==> src/rtl/serializer_fifo_wn.sv <==
// Wide-to-narrow serializer: IN_W-bit word FIFO feeding a shift register that emits OUT_W-bit chunks.
// Optional overflow status ports are enabled with `SER_OVF_STATUS_EN.
module serializer_fifo_wn #(
    parameter int IN_W      = 64,
    parameter int OUT_W     = 8,
    parameter int DEPTH     = 16,
    parameter int MSB_FIRST = 1
) (
    input  logic                     clk,
    input  logic                     reset_n,
    input  logic                     strobe_in,
    input  logic [IN_W-1:0]          input_data,
    output logic                     full,
    output logic [$clog2(DEPTH):0]   level,
    input  logic                     req_data,
    output logic                     ready,
    output logic                     strobe_out,
    output logic [OUT_W-1:0]         data_out,
    output logic                     data_end
`ifdef SER_OVF_STATUS_EN
    ,
    input  logic                     clr_ovf,
    output logic                     overflow,
    output logic [15:0]              drop_cnt
`endif
);

    localparam int NCHUNK = IN_W / OUT_W;
    localparam int AW     = $clog2(DEPTH);
    localparam int CW     = $clog2(NCHUNK);

    typedef enum logic {
        ST_EMPTY = 1'b0,
        ST_SHIFT = 1'b1
    } state_t;

    logic [IN_W-1:0]  mem_q [DEPTH];
    logic [AW-1:0]    wr_ptr_q, rd_ptr_q;
    logic [AW:0]      level_q, level_d;
    logic [IN_W-1:0]  sr_q, sr_d;
    logic [CW-1:0]    cnt_q, cnt_d;
    state_t           state_q, state_d;
    logic             strobe_q;
    logic [OUT_W-1:0] data_q;
    logic             end_q;

    logic             full_s, grant_s, last_s, push_s, pop_s;
    logic [OUT_W-1:0] chunk_s;
    logic [IN_W-1:0]  shifted_s;

    assign full_s  = (level_q == (AW+1)'(DEPTH));
    assign grant_s = req_data && (state_q == ST_SHIFT);
    assign last_s  = grant_s && (cnt_q == CW'(NCHUNK - 1));
    assign push_s  = strobe_in && !full_s;
    // A pop either fills an idle shift register or refills it on the last chunk, so words stream bubble-free.
    assign pop_s   = (level_q != '0) && ((state_q == ST_EMPTY) || last_s);

    // Chunk selection and shift direction.
    always_comb begin
        chunk_s   = '0;
        shifted_s = sr_q;
        if (MSB_FIRST != 0) begin
            chunk_s   = sr_q[IN_W-1 -: OUT_W];
            shifted_s = sr_q << OUT_W;
        end else begin
            chunk_s   = sr_q[OUT_W-1:0];
            shifted_s = sr_q >> OUT_W;
        end
    end

    // Next-state logic for the FSM, shift register, chunk counter and fill level.
    always_comb begin
        state_d = state_q;
        sr_d    = sr_q;
        cnt_d   = cnt_q;
        level_d = level_q;
        case (state_q)
            ST_EMPTY: begin
                if (pop_s) state_d = ST_SHIFT;
                else       state_d = ST_EMPTY;
            end
            ST_SHIFT: begin
                if (last_s && !pop_s) state_d = ST_EMPTY;
                else                  state_d = ST_SHIFT;
            end
            default: state_d = ST_EMPTY;
        endcase
        if (pop_s) begin
            sr_d  = mem_q[rd_ptr_q];
            cnt_d = '0;
        end else if (grant_s) begin
            sr_d  = shifted_s;
            cnt_d = cnt_q + CW'(1);
        end else begin
            sr_d  = sr_q;
            cnt_d = cnt_q;
        end
        case ({push_s, pop_s})
            2'b10:   level_d = level_q + (AW+1)'(1);
            2'b01:   level_d = level_q - (AW+1)'(1);
            default: level_d = level_q;
        endcase
    end

    // Word storage; contents are don't-care until written, so no reset is needed.
    always_ff @(posedge clk) begin
        if (push_s) mem_q[wr_ptr_q] <= input_data;
    end

    // Pointers, FSM, shift register and registered output stage.
    always_ff @(posedge clk or negedge reset_n) begin
        if (!reset_n) begin
            wr_ptr_q <= '0;
            rd_ptr_q <= '0;
            level_q  <= '0;
            sr_q     <= '0;
            cnt_q    <= '0;
            state_q  <= ST_EMPTY;
            strobe_q <= 1'b0;
            data_q   <= '0;
            end_q    <= 1'b0;
        end else begin
            if (push_s) wr_ptr_q <= wr_ptr_q + AW'(1);
            if (pop_s)  rd_ptr_q <= rd_ptr_q + AW'(1);
            level_q  <= level_d;
            sr_q     <= sr_d;
            cnt_q    <= cnt_d;
            state_q  <= state_d;
            strobe_q <= grant_s;
            end_q    <= last_s;
            if (grant_s) data_q <= chunk_s;
        end
    end

    assign full       = full_s;
    assign level      = level_q;
    assign ready      = (state_q == ST_SHIFT);
    assign strobe_out = strobe_q;
    assign data_out   = data_q;
    assign data_end   = end_q;

`ifdef SER_OVF_STATUS_EN
    logic        ovf_q;
    logic [15:0] drop_q;
    logic        drop_s;

    assign drop_s = strobe_in && full_s;

    // Sticky overflow flag and saturating drop counter; clear wins over a same-cycle drop.
    always_ff @(posedge clk or negedge reset_n) begin
        if (!reset_n) begin
            ovf_q  <= 1'b0;
            drop_q <= 16'h0000;
        end else if (clr_ovf) begin
            ovf_q  <= 1'b0;
            drop_q <= 16'h0000;
        end else if (drop_s) begin
            ovf_q <= 1'b1;
            if (drop_q != 16'hFFFF) drop_q <= drop_q + 16'h0001;
        end
    end

    assign overflow = ovf_q;
    assign drop_cnt = drop_q;
`endif

endmodule

==> config.mk <==
export PLATFORM = sky130hd
export DESIGN_NAME = serializer_fifo_wn
export DESIGN_NICKNAME = d
export VERILOG_FILES = /design/src/rtl/serializer_fifo_wn.sv
export SDC_FILE = /design/constraint.sdc
export NUM_CORES = 1
export LEC_CHECK = 0
export CAP_MARGIN = 20
export CORE_UTILIZATION = 30
export CTS_CLUSTER_DIAMETER = 30
export DETAILED_ROUTE_END_ITERATION = 12
export PLACE_DENSITY = 0.48
export SYNTH_ARGS = -nofsm -noshare
export SYNTH_HDL_FRONTEND = slang
export SYNTH_SLANG_ARGS = --single-unit
==> constraint.sdc <==
create_clock -name clk -period 6.15 [get_ports clk]
set_input_delay 0.615 -clock clk [delete_from_list [all_inputs] [get_ports clk]]
set_output_delay 0.615 -clock clk [all_outputs]
set_load 0.05 [all_outputs]
==> After elaboration in Yosys (flattened, before gate mapping) <==
Memory sizes are Yosys's and may differ from the RTL's.
Cells that the tools add are included.
{ "totals": {"mem_bits_ro": 0, "in_bits": 68, "n_memories": 1, "regBits": 91, "ramBits": 1024, "latchBits": 0, "out_inout_bits": 17, "elab_cells": 41} }
{ "memory_table": {"columns": ["name", "words", "width", "rd", "rd_clocked_by_memory_dff", "wr", "line_no", "text"], "rows": [
  ["mem_q", 16, 64, 1, 0, 1, "37", "logic [IN_W-1:0] mem_q [DEPTH];"]
]} }
{ "op_classes": {"bitwise_logic": 1, "muxes": 10, "div": 0, "reduce_logical": 11, "n_addsub": 5, "eq_ne": 4, "magnitude_cmp": 0, "mul": 0, "n_shift": 0} }
{ "ops": {"columns": ["operator", "n"], "rows": [
  ["$mux W64", 2],
  ["$pmux W5 S2", 1],
  ["$add A4 B1 Y4 const B", 2],
  ["$mux W3", 2],
  ["$add A5 B1 Y5 const B", 1],
  ["$eq A5 B5 Y1 const B", 1],
  ["$logic_and A1 B1 Y1", 5],
  ["$reduce_bool A5 Y1", 1],
  ["$sub A5 B1 Y5 const B", 1],
  ["$mux W1", 4],
  ["$reduce_bool A2 Y1", 2],
  ["$add A3 B1 Y3 const B", 1],
  ["$eq A3 B3 Y1 const B", 1],
  ["$eq A2 B1 Y1 const B", 1],
  ["$eq A2 B2 Y1 const B", 1],
  ["$logic_not A1 Y1", 2],
  ["$pmux W1 S2", 1],
  ["$logic_or A1 B1 Y1", 1],
  ["$not A1 Y1", 1]
]} }

==> Depth between registers and ports, before layout <==
{ "logic_depth": {"word_depth": 8, "depth_mapped": 15, "ltp_nobuf": 12} }

==> Worst setup path before layout <==
No wires, ideal clock.
{ "synth_timing": {"kind": "reg-to-reg", "from": "register level_q[1] (netlist: level[1])", "to": "memory mem_q[3][0] (enable)", "setup_time_ps": 564, "n_path_buf": 1, "stages_incl_launch_ff": 6, "path_slack_ps": -396, "period_less_slack_ps": 6546, "arrival_ps": 5981, "required_ps": 5586, "path_cell_list": "dfrtp_1 -> buf_2 -> nor4_1 -> a21boi_1 -> nand2_1 -> nor3_1"} }
{ "synth_between": {"elab_chain_len": 5} }
{ "synth_rtl": {"columns": ["element", "line_no", "text"], "rows": [
  ["start, declared", "39", "logic [AW:0] level_q, level_d;"],
  ["start signal, assigned", "125", "level_q <= level_d;"],
  ["$eq A5 B5 Y1", "51", "assign full_s = (level_q == (AW+1)'(DEPTH));"],
  ["$logic_not A1 Y1", "54", "assign push_s = strobe_in && !full_s;"],
  ["$logic_and A1 B1 Y1", "54", null],
  ["$mux W1", "107", "if (push_s) mem_q[wr_ptr_q] <= input_data;"],
  ["$mux W1 (implied by the code)", "107", null],
  ["end, declared", "37", null]
]} }
Every way passes these cells.

==> Worst setup path after layout <==
{ "layout_timing": {"from": "register level_q[2] (netlist: level[2])", "to": "register level_q[4] (netlist: level[4])"} }
{ "layout_between": {"elab_chain_len": 5, "elab_cells_between_ends": 11, "cone_classes": "add/sub: 2; eq/ne: 3; mux: 1; reduce/logical: 5"} }
{ "layout_rtl": {"columns": ["element", "line_no", "text"], "rows": [
  ["$eq A5 B5 Y1", "51", null],
  ["$logic_not A1 Y1", "54", null],
  ["$logic_and A1 B1 Y1", "54", null],
  ["$eq A2 B1 Y1 / $eq A2 B2 Y1 (equally long branches)", "98", "case ({push_s, pop_s})"],
  ["$pmux W5 S2 / $reduce_bool A2 Y1 (equally long branches)", null, null]
]} }
Parallel ways exist; a longest one is shown, timed or not.
A chain may end at the register's enable or synchronous reset.

==> flow_metrics.tcl <==
set metrics [dict create \
    status "finished clean" \
    async_reset_ff_share_pct 8.16 \
    postCtsHoldBufs 1 \
    ir_worst_vdd_uv 247 \
    fin_crit_sh_pct 57.2 \
    dr_total_vias 20600 \
    maxCapViolations 0 \
    root_buffer "clkbuf_16" \
    path_clk_slew_ps 40 \
    wl_um 106000 \
    power.internal_mw 19.9 \
    power_switching_share_pct 27.5 \
    hpwlAfterDp_um 58000 \
    worstSetupEndpointType "flip-flop" \
    fmax_mhz 284 \
    grt_pass1_vias 22600 \
    p_switching_mw 7.56 \
    power.leakage_nw 17.8 \
    viasPerCell 4.83 \
    yosysTopAreaCell "edfxtp_1" \
    final_max_slew_viol_count 0 \
    antenna_cells 0 \
    grt_max_degree 120 \
    hold-worst-slack_ps 363 \
    drt_iter0_markers 1532 \
    wl_per_cell_um 24.9 \
    die_x_um 380 \
    power.density_mw_per_mm2 505 \
    r2r_setup_slack_ps 2630 \
    antenna_left 0 \
    gp_congestion 0.743 \
    critical_path_class "reg2reg" \
    timing_hold_violations_final 0 \
    yosysTopAreaCellShare_pct 71.8 \
    grt_pass1_wl_um 157000 \
    syn2layout_area_growth_pct 27.0 \
    core-area_mm2 0.142 \
    worstPathRequired_ps 6820 \
    seq_power_share_pct 35.6 \
    route.detailed.drc 0 \
    worstMarginPinSlew_ps 1030 \
    cts_buffer_depth 3 \
    final_net_count 2248 \
    synth.net_count 2003 \
    reg2reg_to "level[4]" \
    port-buffer-count 84 \
    relSlewSlack_pct 31.7 \
    share_comb_of_total_power_pct 17.9 \
    syn_area_mm2 0.0428 \
    regToRegStartpoint "level[2]" \
    syn_inst 1924 \
    final_cell_mix "edfxtp_1, mux4_2, clkbuf_16, dfrtp_1, clkdlybuf4s50_1" \
    antenna_found_initial 3 \
    setup_viol 0 \
    rsz0062_at_grt "no" \
    yosys.cell_types.count 48 \
    clk_latency_ps 830 \
    ys_top_cells_by_area "edfxtp_1, mux4_2, dfrtp_1, mux2i_1, a221oi_2" \
    dpl_cell_area_mm2 0.0461 \
    avgSynthCellArea_um2 22.3 \
    arrival_ps 4190 \
    synth_edf_count 1024 \
    hold_path_class "in2async" \
    row_count 138 \
    cts_tree "done" \
    start_util_pct 30.3 \
    worst_clock_skew_ps 45.2 \
    yosys_warnings 0 \
    cts_resized 0 \
    cts-buffers-inserted 232 \
    start_kind "flip-flop" \
    yosys_register_bits 1115 \
    htree_num_levels 4 \
    setup-tns-final_ps 0 \
    die_y_um 380 \
    final_common_cell "edfxtp_1" \
    finalInstanceArea_mm2 0.0544 \
    min_period_ps 3520 \
    drive_gt1_share_pct 32.5 \
    crit_fanout 56 \
    post_cts_buffers 0 \
    yosys_most_used_dff "edfxtp_1" \
    ios 85 \
    pwr-share-clk_pct 46.5 \
    worst-r2r-cell-count 10 \
    overflow 0 \
    grt_use_total_pct 14.9 \
    die_area_mm2 0.144 \
    yosysSeqAreaShare_pct 77.1 \
    dr.pass1.iters 5 \
    clock_sinks 1115 \
]
==> metrics by stage <==
stage	std cells	utilization (%)	power [mW]	setup slack (ps)
3_5_place_dp	3824	32.6	14.9	2240
2_1_floorplan	1924	-	13.1	1320
3_3_place_gp	3824	32.6	14.9	2250
5_1_grt	4268	38.4	28.5	2450
6_report	4268	38.4	27.5	2630
4_1_cts	4268	38.4	27.9	2650
==> power groups by stage <==
stage	sequential, mW	combinational (mW)	clock, mW
2_1_floorplan	9.76	3.35	0
3_3_place_gp	9.88	5.02	0
3_5_place_dp	9.91	5.03	0
4_1_cts	9.79	5.06	13.0
5_1_grt	9.85	5.27	13.4
6_report	9.78	4.91	12.8
==> sequential cells by signal, indices dropped and copies added (netlist names) <==
register    count
level           5
wr_ptr_q        4
data_out        8
cnt_q           3
rd_ptr_q        4
mem_q        1024
sr_q           64
ready           1
strobe_out      1
data_end        1
==> cells by family after synthesis <==
| kind of cell | Yosys count | synth area share, % |
|---|---|---|
| muxes | 337 | 15.3 |
| adders and majority gates | 11 | 0.321 |
| and+or+nand+nor | 125 | 1.63 |
| DFF | 1115 | 77.1 |
| AOI/OAI and AO/OA | 198 | 4.06 |
| xor gates and xnor gates | 12 | 0.245 |
| buffers and inverters | 126 | 1.31 |
==> per-layer routing <==
| layer | wire [um] | track usage, % | vias up | part of all wire, % |
|---|---|---|---|---|
| met5 | 0 | 0 | - | 0 |
| met4 | 2360 | 5.21 | 0 | 2.2 |
| met3 | 5500 | 3.44 | 163 | 5.2 |
| met2 | 51700 | 24.0 | 565 | 49 |
| met1 | 46900 | 19.7 | 11100 | 44 |
| li1 | - | - | 8765 | - |
==> synth_stat cells (6+ instances only) <==
cell type,count
nand2_1,17
o21ai_0,6
mux2_2,9
nor2_1,18
nand2b_1,6
buf_6,6
mux2i_1,73
a221oi_1,16
edfxtp_1,1024
buf_1,9
a21oi_1,7
clkbuf_1,70
xnor2_1,8
and2_1,60
ha_1,11
mux4_2,255
dfrtp_1,91
o22ai_1,52
a221oi_2,40
a211oi_1,58
buf_2,35
==> final cells by class <==
class	instances	area, um^2
Inverter	6	30.0
Sequential cell	1115	33000
Fill cell	12700	87200
Timing Repair Buffer	131	1320
Clock inverter	175	2220
Multi-Input combinational cell	683	9400
Clock buffer	268	6040
Tap cell	1890	2360
==> worst max-delay path: stages (launching register included) <==
cell and delay [ps]:
dfrtp_1 470, or4_4 570, o21ai_4 520, inv_6 330
ha_1 410, xor2_1 180, ha_1 230, o21a_1 180
o21ai_0 180, a22oi_1 150, xnor2_1 140
==> worst max-delay path by stage <==
stage,start,to,cells past startpoint
2_1_floorplan,level[1],mem_q[15][0],5
3_3_place_gp,strobe_in,mem_q[8][6],5
3_5_place_dp,strobe_in,mem_q[9][40],5
4_1_cts,level[2],level[4],10
5_1_grt,level[2],level[4],10
6_report,level[2],level[4],10
No activity file was read; power rests on OpenSTA's default activity.
